`config.mk`:
```
export PLATFORM = sky130hd
export DESIGN_NAME = mole_scheduler
export DESIGN_NICKNAME = d
export VERILOG_FILES = /design/src/rtl/mole_scheduler.sv
export SDC_FILE = /design/constraint.sdc
export NUM_CORES = 1
export LEC_CHECK = 0
export CORE_UTILIZATION = 30
export DETAILED_ROUTE_END_ITERATION = 10
export SLEW_MARGIN = 0
export SYNTH_ARGS = -nofsm -noshare
export SYNTH_HDL_FRONTEND = slang
export SYNTH_SLANG_ARGS = --single-unit
```
`constraint.sdc`:
```
create_clock -name clk -period 10.85 [get_ports clk]
set_input_delay 2.17 -clock clk [delete_from_list [all_inputs] [get_ports clk]]
set_output_delay 2.17 -clock clk [all_outputs]
set_load 0.1 [all_outputs]
```
`src/rtl/mole_scheduler.sv`:
```
// rtl/mole_scheduler.sv - whack-a-mole scheduler: spawns, ages and hit-resolves moles on a 9-hole map
module mole_scheduler #(
    parameter int unsigned TICK_DIV    = 1_000_000,
    parameter int unsigned SPAWN_TICKS = 50,
    parameter int unsigned LIFE_TICKS  = 100,
    parameter int unsigned MAX_ACTIVE  = 3,
    parameter logic [15:0] LFSR_SEED   = 16'hACE1
) (
    input  logic       clk,
    input  logic       rst,
    input  logic       enable,
    input  logic       hit_valid,
    input  logic [3:0] hit_idx,
    output logic [8:0] map,
    output logic [3:0] active_cnt,
    output logic       hit_ok,
    output logic       hit_bad,
    output logic       expired,
    output logic       state
);
    localparam int TICK_W  = (TICK_DIV > 1) ? $clog2(TICK_DIV) : 1;
    localparam int SPAWN_W = (SPAWN_TICKS > 1) ? $clog2(SPAWN_TICKS) : 1;
    localparam logic [TICK_W-1:0]  TICK_LAST  = TICK_W'(TICK_DIV - 1);
    localparam logic [SPAWN_W-1:0] SPAWN_LAST = SPAWN_W'(SPAWN_TICKS - 1);
    localparam logic [6:0]         LIFE_LAST  = 7'(LIFE_TICKS - 1);
    localparam logic [3:0]         MAX_CNT    = 4'(MAX_ACTIVE);

    typedef enum logic {IDLE = 1'b0, RUN = 1'b1} state_t;

    state_t             state_q, state_d;
    logic [TICK_W-1:0]  tick_q, tick_d;
    logic [SPAWN_W-1:0] spawn_q, spawn_d;
    logic [15:0]        lfsr_q, lfsr_d;
    logic [8:0]         map_q, map_d;
    logic [3:0]         cnt_q, cnt_d;
    logic [6:0]         life_q [9];
    logic [6:0]         life_d [9];
    logic               hit_ok_q, hit_ok_d;
    logic               hit_bad_q, hit_bad_d;
    logic               exp_q, exp_d;

    logic               tick;
    logic [3:0]         cand;
    logic [3:0]         slot;
    logic               slot_found;
    logic [4:0]         probe;

    // First empty hole scanning upward from the candidate; lowest offset wins.
    always_comb begin
        cand       = (lfsr_q[3:0] >= 4'd9) ? (lfsr_q[3:0] - 4'd9) : lfsr_q[3:0];
        slot       = 4'd0;
        slot_found = 1'b0;
        probe      = 5'd0;
        for (int k = 8; k >= 0; k--) begin
            probe = 5'(cand) + 5'(k);
            if (probe >= 5'd9) probe = probe - 5'd9;
            if (!map_q[probe[3:0]]) begin
                slot       = probe[3:0];
                slot_found = 1'b1;
            end
        end
    end

    always_comb begin
        state_d   = state_q;
        tick_d    = tick_q;
        spawn_d   = spawn_q;
        lfsr_d    = lfsr_q;
        map_d     = map_q;
        life_d    = life_q;
        hit_ok_d  = 1'b0;
        hit_bad_d = 1'b0;
        exp_d     = 1'b0;
        tick      = 1'b0;
        case (state_q)
            IDLE: if (enable) state_d = RUN;
            RUN: begin
                lfsr_d = {lfsr_q[14:0], lfsr_q[15] ^ lfsr_q[13] ^ lfsr_q[12] ^ lfsr_q[10]};
                if (!enable) begin
                    state_d = IDLE;
                    tick_d  = '0;
                    spawn_d = '0;
                    map_d   = '0;
                    for (int i = 0; i < 9; i++) life_d[i] = '0;
                end else begin
                    tick   = (tick_q == TICK_LAST);
                    tick_d = tick ? '0 : tick_q + 1'b1;
                    if (hit_valid && hit_idx <= 4'd8) begin
                        if (map_q[hit_idx]) begin
                            map_d[hit_idx] = 1'b0;
                            hit_ok_d       = 1'b1;
                        end else begin
                            hit_bad_d = 1'b1;
                        end
                    end
                    if (tick) begin
                        // A hole hit this cycle is already clear in map_d, so it cannot also expire.
                        for (int i = 0; i < 9; i++) begin
                            if (map_q[i] && map_d[i]) begin
                                if (life_q[i] == LIFE_LAST) begin
                                    map_d[i] = 1'b0;
                                    exp_d    = 1'b1;
                                end else begin
                                    life_d[i] = life_q[i] + 7'd1;
                                end
                            end
                        end
                        if (spawn_q != SPAWN_LAST) begin
                            spawn_d = spawn_q + 1'b1;
                        end else if (cnt_q < MAX_CNT && slot_found) begin
                            map_d[slot]  = 1'b1;
                            life_d[slot] = '0;
                            spawn_d      = '0;
                        end
                    end
                end
            end
            default: state_d = IDLE;
        endcase
        cnt_d = '0;
        for (int i = 0; i < 9; i++) cnt_d = cnt_d + 4'(map_d[i]);
    end

    always_ff @(posedge clk or negedge rst) begin
        if (!rst) begin
            state_q   <= IDLE;
            tick_q    <= '0;
            spawn_q   <= '0;
            lfsr_q    <= LFSR_SEED;
            map_q     <= '0;
            cnt_q     <= '0;
            hit_ok_q  <= 1'b0;
            hit_bad_q <= 1'b0;
            exp_q     <= 1'b0;
            for (int i = 0; i < 9; i++) life_q[i] <= '0;
        end else begin
            state_q   <= state_d;
            tick_q    <= tick_d;
            spawn_q   <= spawn_d;
            lfsr_q    <= lfsr_d;
            map_q     <= map_d;
            cnt_q     <= cnt_d;
            hit_ok_q  <= hit_ok_d;
            hit_bad_q <= hit_bad_d;
            exp_q     <= exp_d;
            for (int i = 0; i < 9; i++) life_q[i] <= life_d[i];
        end
    end

    assign map        = map_q;
    assign active_cnt = cnt_q;
    assign hit_ok     = hit_ok_q;
    assign hit_bad    = hit_bad_q;
    assign expired    = exp_q;
    assign state      = (state_q == RUN);
endmodule

```
==> results of run 1 <==
cell usage after synthesis (all sizes together), types with 7 or more instances:
library cell / count
o21a: 8
ha: 36
a22o: 23
o41ai: 7
or3: 8
and3: 13
a22oi: 7
nand4: 34
nor2b: 9
nor4: 14
xor2: 7
o31ai: 10
a21boi: 12
dfstp: 8
nor3: 34
nor3b: 12
or2: 7
a31oi: 32
o2111ai: 12
buf: 25
mux2i: 26
o21ai: 83
nand2b: 25
dfrtp: 114
clkbuf: 42
and2: 17
a21oi: 58
nand3: 75
inv: 63
xnor2: 34
o211ai: 22
nor2: 120
a211oi: 20
nand2: 125
o221ai: 8
mux2: 22
a21o: 43
final timing paths:
check	slack (ps)	endpoint	depth (start not counted)	start
setup / recovery	1780	active_cnt[1]$_DFF_PN0_	32	lfsr_q[1]$_DFFE_PN0P_
hold / removal	510	lfsr_q[4]$_DFFE_PN0P_	1	lfsr_q[4]$_DFFE_PN0P_
setup reg to reg	1780	active_cnt[1]$_DFF_PN0_	32	lfsr_q[1]$_DFFE_PN0P_
hold reg to reg	510	lfsr_q[4]$_DFFE_PN0P_	1	lfsr_q[4]$_DFFE_PN0P_
max in group asynchronous	7670	lfsr_q[12]$_DFFE_PN0P_	2	rst
min in group asynchronous	1810	life_q[19]$_DFFE_PN0P_	1	rst
sequential cells by signal, indices dropped and copies added, names as in the netlist:
signal / flops
life_q: 63
tick_q: 20
lfsr_q: 16
map: 9
spawn_q: 6
active_cnt: 4
expired: 1
hit_bad: 1
hit_ok: 1
state: 1
layer usage:
layer	part of all wire (%)	vias up	global-route usage, %
li1	-	5051	-
met1	43	5275	26.2
met2	46	493	32.2
met3	7.6	112	3.76
met4	4.1	0	9.54
met5	0	-	0
kinds of logic after synthesis:
family	count (synthesis)
AOI/OAI and AO/OA	422
xor gates and xnor gates	42
adders and majority gates	41
buffers and inverters	131
DFF	122
muxes	52
and+or+nand+nor	528
final cells by class:
class | instances | area, sq um | area share, %
Multi-Input combinational cell | 1085 | 7310 | 60.0
Inverter | 64 | 243 | 1.99
Clock inverter | 8 | 144 | 1.18
Sequential cell | 122 | 3060 | 25.1
Antenna cell | 1 | 2.50 | 0.0205
Timing Repair Buffer | 42 | 373 | 3.06
Clock buffer | 24 | 482 | 3.95
Tap cell | 461 | 577 | 4.73
per-stage QoR:
stage	setup WS, ps	hold WS, ps	cells	area (sq um)
final	1780	506	1807	12200
after detailed placement	1970	492	1774	11600
after CTS	1890	509	1806	12200
after global routing	1250	524	1806	12200
after floorplan	2660	474	1338	10900
after global placement	2020	484	1774	11600
==> metrics.md, run 1 <==
| Metric | Value |
|---|---|
| Status | `complete, but fails checks` |
| Failing checks | `DRC` |
| DR WL/cell | `20.2 microns` |
| CTS max path bufs | `2` |
| CTS Sinks | `122` |
| Critical path's largest stage delay | `560 ps` |
| Clock root cell | `clkbuf_16` |
| Fin crit period | `9070 ps` |
| Die Ht | `193 microns` |
| EDFF count, synth | `0` |
| Area Growth Syn to Fin | `11.9%` |
| Iter 0 DRT Violations | `1032` |
| WL final | `36500 microns` |
| Adder-Cell Fraction of Synth Area | `5.05%` |
| Setup TNS | `0 ps` |
| Hold Vio Cnt, Final | `0` |
| Mapped Avg Cell Area | `8.14 sq um` |
| Vias | `10.9k` |
| Clock Skew | `12.8 ps` |
| Critical path endpoint category | `register` |
| Post-synth net total | `1387` |
| CP bufs+invs | `9` |
| Top FF cell, synth | `dfrtp_1` |
| First-pass detailed-route iteration total | `9` |
| Top delay family on crit path | `adder cells` |
| Post-CTS setup buffers | `0` |
| H-tree Lvls | `4` |
| Slew @ Worst Pin | `1050 ps` |
| Critical Path Source Type | `register` |
| Vias in the first global route | `10.3k` |
| Starting density of the core | `30.6%` |
| Overall Global Routing Usage | `20.2%` |
| Initial antenna violation count | `0` |
| Mux contribution to synthesized area | `5.52%` |
| WP data required | `11150 ps` |
| YS warnings | `0` |
| Row count | `69` |
| Worst min path class | `reg2reg` |
| Final Core Density | `34.2%` |
| Gpl congestion | `0.977` |
| Post-DP HPWL | `25800 microns` |
| Synthesized instance count | `1338` |
| Relative slew slack | `30.0%` |
| # DRC | `4` |
| Detail Route Antenna Nets | `0` |
| Distinct cells, synth | `106` |
| Commonest non-fill, non-tap cell in the layout | `nand2_1` |
| Fin. max-slew vios | `0` |
| Fraction of layout cells with a size suffix above 1 | `9.22%` |
| Kind of critical path | `reg2reg` |
| Synth top area share | `26.2%` |
| Pin count of the biggest net entering global routing | `68` |
| Cell at the slowest stage of the critical path | `fa_1` |
| Fmax | `110 MHz` |
| Chip width | `193 microns` |
| CTS tree | `yes` |
| Synth area leaders | `dfrtp_1 (26%), nand2_1 (4.3%), ha_1 (4.1%)` |
| Via density | `6.05` |
| First-pass GRT wire length | `58200 microns` |
| DIE AREA | `0.0371 sq mm` |
| Worst-skew pair later-pin latency | `430 ps` |
| Simple-Gate Fraction of Synth Area | `24.8%` |
| Crit-path max FO | `28` |
| Most frequent cells in the layout | `nand2_1 (125), nor2_1 (120), dfrtp_1 (114), nand3_1 (75), o21ai_0 (64)` |
| Total core area | `0.0357 sq mm` |
| RSZ-0062 raised after global routing | `no` |
| IO buf count | `24` |
| Nets | `1381` |
| Grt ovf | `0` |
| Hold Buf Count CTS | `0` |
| Clock-pin slew on the worst setup and hold paths | `60 ps` |
| Compound-Gate Fraction of Synth Area | `28.1%` |
| Synth Register Bits | `122` |
| I/O pin total | `25` |
| Layout fillers | `3687` |
| Maxcap violations | `0` |
| Post_cts resized | `0` |
| Seq/Total Area, Yosys | `28.1%` |
| Final Setup Violations | `0` |
| Crit path top cell by count | `inv_1` |
| Tcrit/Tclk final | `83.6%` |
| Syn Std Cell Area | `0.0109 sq mm` |
| Synth Area in XOR/XNOR | `3.57%` |
| Async S/R FF share, synth | `100%` |
| Clock buffer count from CTS | `17` |
| Worst EP arrival | `9370 ps` |
| Largest family of logic cells by synthesized area | `compound AO/OA/AOI/OAI gates` |
| Yosys top cell by area | `dfrtp_1` |
Power of run 1 is left out: the tool's default activity adds up to more than one toggle a clock period on the data nets, which glitch-free logic cannot reach.
==> run 2, diff against run 1 <==
==> constraint.sdc (replaced) <==
create_clock -name clk -period 7.8 [get_ports clk]
set_input_delay 1.56 -clock clk [delete_from_list [all_inputs] [get_ports clk]]
set_output_delay 1.56 -clock clk [all_outputs]
set_load 0.1 [all_outputs]
==> run 2 against run 1 <==
Compared with the run above: the run still ends with DRC left; via count grew 2.2%; wire length shrank 0.25%; critical endpoint unchanged; register-to-register slack lost 1500 ps; setup slack lost 1500 ps; global-route usage shrank 0.74 points; clock skew grew 5.7 ps; highest routed layer unchanged; sequential share of layout area shrank 1.2 points; fmax grew 20%; flip-flop and latch count is the same; non-clock buffer count grew 54; critical path type unchanged; die area is the same.
==> metrics.md, run 2 (synthesis results as in run 1) <==
| Metric | Value |
|---|---|
| DR WL/cell | `19.6 microns (-3.1%)` |
| Maxcap violations | `0 (unchanged)` |
| Failing checks | `DRC` |
| Die Ht | `193 microns (unchanged)` |
| Starting density of the core | `30.6% (unchanged)` |
| Post-DP Area | `0.0120 sq mm (+3.4%)` |
| Post-DP HPWL | `25900 microns (+0.64%)` |
| Critical path endpoint category | `register` |
| Antenna diodes | `0 (-1)` |
| H-tree Lvls | `4 (unchanged)` |
| CTS max path bufs | `2 (unchanged)` |
| WL final | `36400 microns (-0.25%)` |
| Initial antenna violation count | `0 (unchanged)` |
| # DRC | `2 (-2)` |
| Setup TNS | `0 ps (unchanged)` |
| Chip width | `193 microns (unchanged)` |
| Worst-skew pair later-pin latency | `420 ps (about the same)` |
| Crit-path max FO | `17 (-39%)` |
| I/O pin total | `25 (unchanged)` |
| Worst-case reg-to-reg path depth | `27 (-16%)` |
| Final Setup Violations | `0 (unchanged)` |
| Hold depth | `1 (unchanged)` |
| Most frequent cells in the layout | `nand2_1 (123), nor2_1 (120), dfrtp_1 (114), nand3_1 (75), buf_4 (70)` |
| CTS Sinks | `122 (unchanged)` |
| Clock Skew | `18.5 ps (+5.68 ps)` |
| Clock-pin slew on the worst setup and hold paths | `60 ps (about the same)` |
| Tcrit/Tclk final | `96.9% (+13 points)` |
| Vias in the first global route | `10.2k (-0.58%)` |
| Vias | `11.2k (+2.2%)` |
| CTS tree | `yes` |
| Hold EP | `lfsr_q[15]$_DFFE_PN1P_` |
| Worst EP arrival | `7840 ps (-1530 ps)` |
| Slew @ Worst Pin | `1010 ps (-35.7 ps)` |
| Clock buffer count from CTS | `17 (unchanged)` |
| Kind of critical path | `reg2reg` |
| Total core area | `0.0357 sq mm (unchanged)` |
| Clock root cell | `clkbuf_16` |
| Crit Reg-Reg Endpoint | `active_cnt[1]$_DFF_PN0_` |
| Fin. max-slew vios | `0 (unchanged)` |
| Area Growth Syn to Fin | `17.4%` |
| Pin count of the biggest net entering global routing | `65 (-4.4%)` |
| Critical Path Source Type | `register` |
| First-pass GRT wire length | `56300 microns (-3.2%)` |
| DIE AREA | `0.0371 sq mm (unchanged)` |
| Fin crit period | `7560 ps (-1520 ps)` |
| Status | `complete, but fails checks` |
| Nets | `1435 (+3.9%)` |
| Hold path startpoint | `lfsr_q[14]$_DFFE_PN0P_` |
| Overall Global Routing Usage | `19.5% (-0.74 points)` |
| Reg2reg setup slack | `240 ps (-1530 ps)` |
| Hold Vio Cnt, Final | `0 (unchanged)` |
| Grt ovf | `0 (unchanged)` |
| Detail Route Antenna Nets | `0 (unchanged)` |
| Biggest regs | `life_q (63), tick_q (20), lfsr_q (16)` |
| Largest register FFs | `63 (unchanged)` |
| Fmax | `132 MHz (+20%)` |
| Worst min path class | `reg2reg` |
| Fraction of layout cells with a size suffix above 1 | `14.7% (+5.5 points)` |
| WP data required | `8080 ps (-3070 ps)` |
| First-pass detailed-route iteration total | `8 (-1)` |
| Commonest non-fill, non-tap cell in the layout | `nand2_1` |
| Final instance area | `0.0128 sq mm (+4.9%)` |
| Largest register by flop count | `life_q` |
| IO buf count | `24 (unchanged)` |
| Reg-to-Reg Start | `lfsr_q[0]$_DFFE_PN1P_` |
| Iter 0 DRT Violations | `1119 (+8.4%)` |
| Via density | `6.00 (-0.74%)` |
| Gpl congestion | `1.01 (+3.7%)` |
| Row count | `69 (unchanged)` |
| Relative slew slack | `32.2% (+2.2 points)` |
-- run 2: worst max-delay path by stage --
stage | cells after the start | slack [ps] | from | to
finish | 27 | 240 | lfsr_q[0]$_DFFE_PN1P_ | active_cnt[1]$_DFF_PN0_
global placement | 29 | -70 | lfsr_q[0]$_DFFE_PN1P_ | active_cnt[1]$_DFF_PN0_
detailed placement | 29 | -60 | lfsr_q[0]$_DFFE_PN1P_ | active_cnt[1]$_DFF_PN0_
CTS | 27 | 20 | lfsr_q[0]$_DFFE_PN1P_ | active_cnt[1]$_DFF_PN0_
floorplan | 34 | 30 | lfsr_q[0]$_DFFE_PN1P_ | active_cnt[1]$_DFF_PN0_
global route | 27 | -60 | lfsr_q[0]$_DFFE_PN1P_ | active_cnt[1]$_DFF_PN0_
-- run 2: through the flow --
| stage | utilization [%] | std cells | setup WS, ps | hold slack [ps] |
|---|---|---|---|---|
| floorplan | - | 1338 | 32.0 | 474 |
| global placement | 33.5 | 1820 | -67.2 | 484 |
| detailed placement | 33.5 | 1820 | -55.9 | 492 |
| CTS | 35.2 | 1852 | 23.7 | 505 |
| global route | 35.9 | 1860 | -55.8 | 513 |
| finish | 35.9 | 1860 | 240 | 502 |
-- run 2: final cells by class --
type,instances,area [sq um]
fillers,3665,22900
multi-input cells,1085,7540
flip-flops and latches,122,3060
repair buffers,96,807
well taps,461,577
clock buffers,25,495
inverters,64,243
clock inverters,7,65.1
-- run 2: layer usage --
metal | track usage (%) | wire length, microns | up-vias
met2 | 30.6 | 16500 | 495
met4 | 9.06 | 1360 | 0
met1 | 25.7 | 15800 | 5419
met3 | 3.56 | 2710 | 113
li1 | - | - | 5141
met5 | 0 | 0 | -
-- run 2: repair_timing --
action                                  4_1_cts  5_1_grt
hold buffers                                  0        0
endpoints found under the setup margin        2        4
buffers inserted                              0        8
resized for setup                             2       37
pin swaps                                     0        5
-- run 2: critical path, stage by stage (launching register included) --
cell and delay [ps]:
dfstp_2 370, buf_4 150, ha_1 220, or3b_1 370
a211oi_2 220, buf_4 300, ha_1 260, nor2b_1 230
o21ai_0 170, a21oi_2 290, o21ai_1 220, a221o_1 390
a211oi_2 400, nor3_2 130, buf_4 160, o311ai_1 480
o31ai_4 190, buf_4 200, nor4b_2 390, a221o_1 240
inv_1 90, fa_1 510, inv_1 50, fa_1 470
inv_1 50, fa_1 350, inv_1 100, fa_1 420
Power of run 2 is left out for the same reason.
==> run 3, diff against run 2 <==
--- a/config.mk
+++ b/config.mk
@@ -7,6 +7,7 @@
 export LEC_CHECK = 0
 export CORE_UTILIZATION = 30
 export DETAILED_ROUTE_END_ITERATION = 10
+export GPL_TIMING_DRIVEN = 1
 export SLEW_MARGIN = 0
 export SYNTH_ARGS = -nofsm -noshare
 export SYNTH_HDL_FRONTEND = slang
==> constraint.sdc (replaced) <==
create_clock -name clk -period 6.22 [get_ports clk]
set_input_delay 1.244 -clock clk [delete_from_list [all_inputs] [get_ports clk]]
set_output_delay 1.244 -clock clk [all_outputs]
set_load 0.1 [all_outputs]
==> run 3 against run 2 <==
Compared with the run above: the flow finishes with violations (setup timing); first-iteration DRC count is 7.8% lower; utilization is 6.9 points higher; register-to-register slack worse by 1100 ps; non-clock buffer count is 235 higher; design area is 19% higher; die area stayed put; wire length is 10% higher; clock skew is 6.6 ps lower; global-route usage is 2.7 points higher; flip-flop and latch count stayed put; sequential share of layout area is 3.9 points lower; critical endpoint unchanged; largest cell class unchanged.
==> metrics.md, run 3 (synthesis results as in run 1) <==
| Metric | Value |
|---|---|
| Hold depth | `1 (unchanged)` |
| Post-place setup slack | `-1110 ps (-1050 ps)` |
| Nets | `1670 (+16%)` |
| Vias in the first global route | `11.8k (+15%)` |
| CTS Sinks | `122 (unchanged)` |
| Antenna diodes | `0 (unchanged)` |
| Worst min path class | `reg2reg` |
| WL final | `40200 microns (+10%)` |
| Clock Skew | `11.9 ps (-6.57 ps)` |
| Crit Reg-Reg Endpoint | `active_cnt[1]$_DFF_PN0_` |
| Worst EP arrival | `7390 ps (-450 ps)` |
| Critical path endpoint category | `register` |
| Gpl congestion | `0.958 (-5.5%)` |
| Final Setup Violations | `4 (+4)` |
| Critical Path Source Type | `register` |
| Chip width | `193 microns (unchanged)` |
| Via density | `5.72 (-4.7%)` |
| Cell at the slowest stage of the critical path | `fa_1` |
| H-tree Lvls | `4 (unchanged)` |
| Clock buffer count from CTS | `17 (unchanged)` |
| DIE AREA | `0.0371 sq mm (unchanged)` |
| Worst-case reg-to-reg path depth | `29 (+7.4%)` |
| # DRC | `0 (-2)` |
| Layout fillers | `3486 (-4.9%)` |
| Clock-pin slew on the worst setup and hold paths | `60 ps (about the same)` |
| Maxcap violations | `0 (unchanged)` |
| Overall Global Routing Usage | `22.2% (+2.7 points)` |
| Worst-skew pair later-pin latency | `430 ps (about the same)` |
| Largest register by flop count | `life_q` |
| Kind of critical path | `reg2reg` |
| Fin crit period | `7100 ps (-458 ps)` |
| CP bufs+invs | `9 (+1)` |
| PnR worst setup slack | `-882 ps (-1120 ps)` |
| I/O pin total | `25 (unchanged)` |
| Row count | `69 (unchanged)` |
| Vias | `12.0k (+7.2%)` |
| Area Growth Syn to Fin | `39.9%` |
| Top delay family on crit path | `adder cells` |
| DR WL/cell | `19.2 microns (-2.1%)` |
| Finished Layout Cells | `2094 (+13%)` |
| Largest register FFs | `63 (unchanged)` |
| Fin. max-slew vios | `0 (unchanged)` |
| Hold EP | `lfsr_q[4]$_DFFE_PN0P_` |
| Detail Route Antenna Nets | `0 (unchanged)` |
| Setup TNS | `-2950 ps (-2950 ps)` |
| Reg-to-Reg Start | `lfsr_q[0]$_DFFE_PN1P_` |
| Starting density of the core | `30.6% (unchanged)` |
| WP data required | `6510 ps (-1570 ps)` |
| Initial antenna violation count | `0 (unchanged)` |
| Fraction of layout cells with a size suffix above 1 | `32.1% (+17 points)` |
| Hold path startpoint | `lfsr_q[4]$_DFFE_PN0P_` |
| Status | `complete, but fails checks` |
| CTS tree | `yes` |
| First-pass detailed-route iteration total | `5 (-3)` |
| Total core area | `0.0357 sq mm (unchanged)` |
| First-pass GRT wire length | `63900 microns (+13%)` |
| Pin count of the biggest net entering global routing | `66 (+1.5%)` |
| Crit-path max FO | `14 (-3)` |
| Critical path's largest stage delay | `580 ps (+70 ps)` |
| CTS max path bufs | `2 (unchanged)` |
| RSZ-0062 raised after global routing | `yes` |
| Grt ovf | `0 (unchanged)` |
| Commonest non-fill, non-tap cell in the layout | `buf_4` |
| Die Ht | `193 microns (unchanged)` |
| Iter 0 DRT Violations | `1032 (-7.8%)` |
| Biggest regs | `life_q (63), tick_q (20), lfsr_q (16)` |
| Relative slew slack | `31.5% (-0.72 points)` |
| Reg2reg setup slack | `-880 ps (-1120 ps)` |
| Tcrit/Tclk final | `114% (+17 points)` |
| IO buf count | `24 (unchanged)` |
| Number of cells after detailed placement | `2036 (+12%)` |
| Hold Vio Cnt, Final | `0 (unchanged)` |
| Clock root cell | `clkbuf_16` |
| Fmax | `141 MHz (+6.4%)` |
| Slew @ Worst Pin | `1020 ps (+10.8 ps)` |
| Most frequent cells in the layout | `buf_4 (297), nand2_1 (120), nor2_1 (118), dfrtp_1 (114), nand3_1 (67)` |
| Failing checks | `setup timing` |
| Post-DP HPWL | `29700 microns (+14%)` |
==> run 3: final cells by class <==
class                           instances  area [sq um]  share of cell area, %
Clock inverter                         12           175                   1.15
Tap cell                              461           577                   3.78
Multi-Input combinational cell       1085          8130                   53.3
Inverter                               64           248                   1.63
Timing Repair Buffer                  331          2620                   17.2
Sequential cell                       122          3060                   20.1
Clock buffer                           19           433                   2.84
==> run 3: worst reg2reg max path, delay by kind of cell, from the launching register on <==
family | cells | cell delay [ps]
simple gates | 4 | 760
flops | 1 | 570
buf+inv | 9 | 880
compound gates | 9 | 2010
fa+ha+maj | 7 | 2740
==> run 3: layer usage <==
layer  up-vias  routed length (microns)  track usage [%]
met4         0                     1400             8.63
li1       5597                        -                -
met2       427                    19000             37.0
met3       104                     2310             3.18
met5         -                        0                0
met1      5848                    17500             28.6
==> run 3: timing repair <==
action                                  CTS  global route
hold endpoints to repair                  0             0
resized for setup                        89            29
hold buffers                              0             0
pin swaps                                44            39
setup buffers                            22             6
endpoints found under the setup margin    4             4
==> run 3: stage by stage <==
stage | cell area [sq um] | hold WS [ps] | utilization (%)
2_1_floorplan | 11300 | 474 | -
3_3_place_gp | 13900 | 484 | 38.9
3_5_place_dp | 13900 | 493 | 38.9
4_1_cts | 15100 | 508 | 42.2
5_1_grt | 15200 | 523 | 42.8
6_report | 15200 | 502 | 42.8
==> run 3: worst max path at each step <==
stage                                     start                      end  slack (ps)  cells after the start
final                     lfsr_q[0]$_DFFE_PN1P_  active_cnt[1]$_DFF_PN0_        -880                     29
after global routing      lfsr_q[0]$_DFFE_PN1P_  active_cnt[2]$_DFF_PN0_       -1140                     30
after CTS                 lfsr_q[1]$_DFFE_PN0P_  active_cnt[1]$_DFF_PN0_        -790                     30
after detailed placement  lfsr_q[1]$_DFFE_PN0P_  active_cnt[2]$_DFF_PN0_       -1110                     32
after global placement    lfsr_q[1]$_DFFE_PN0P_  active_cnt[2]$_DFF_PN0_       -1080                     31
after floorplan           lfsr_q[0]$_DFFE_PN1P_  active_cnt[1]$_DFF_PN0_       -1020                     31
Power of run 3 is left out for the same reason.
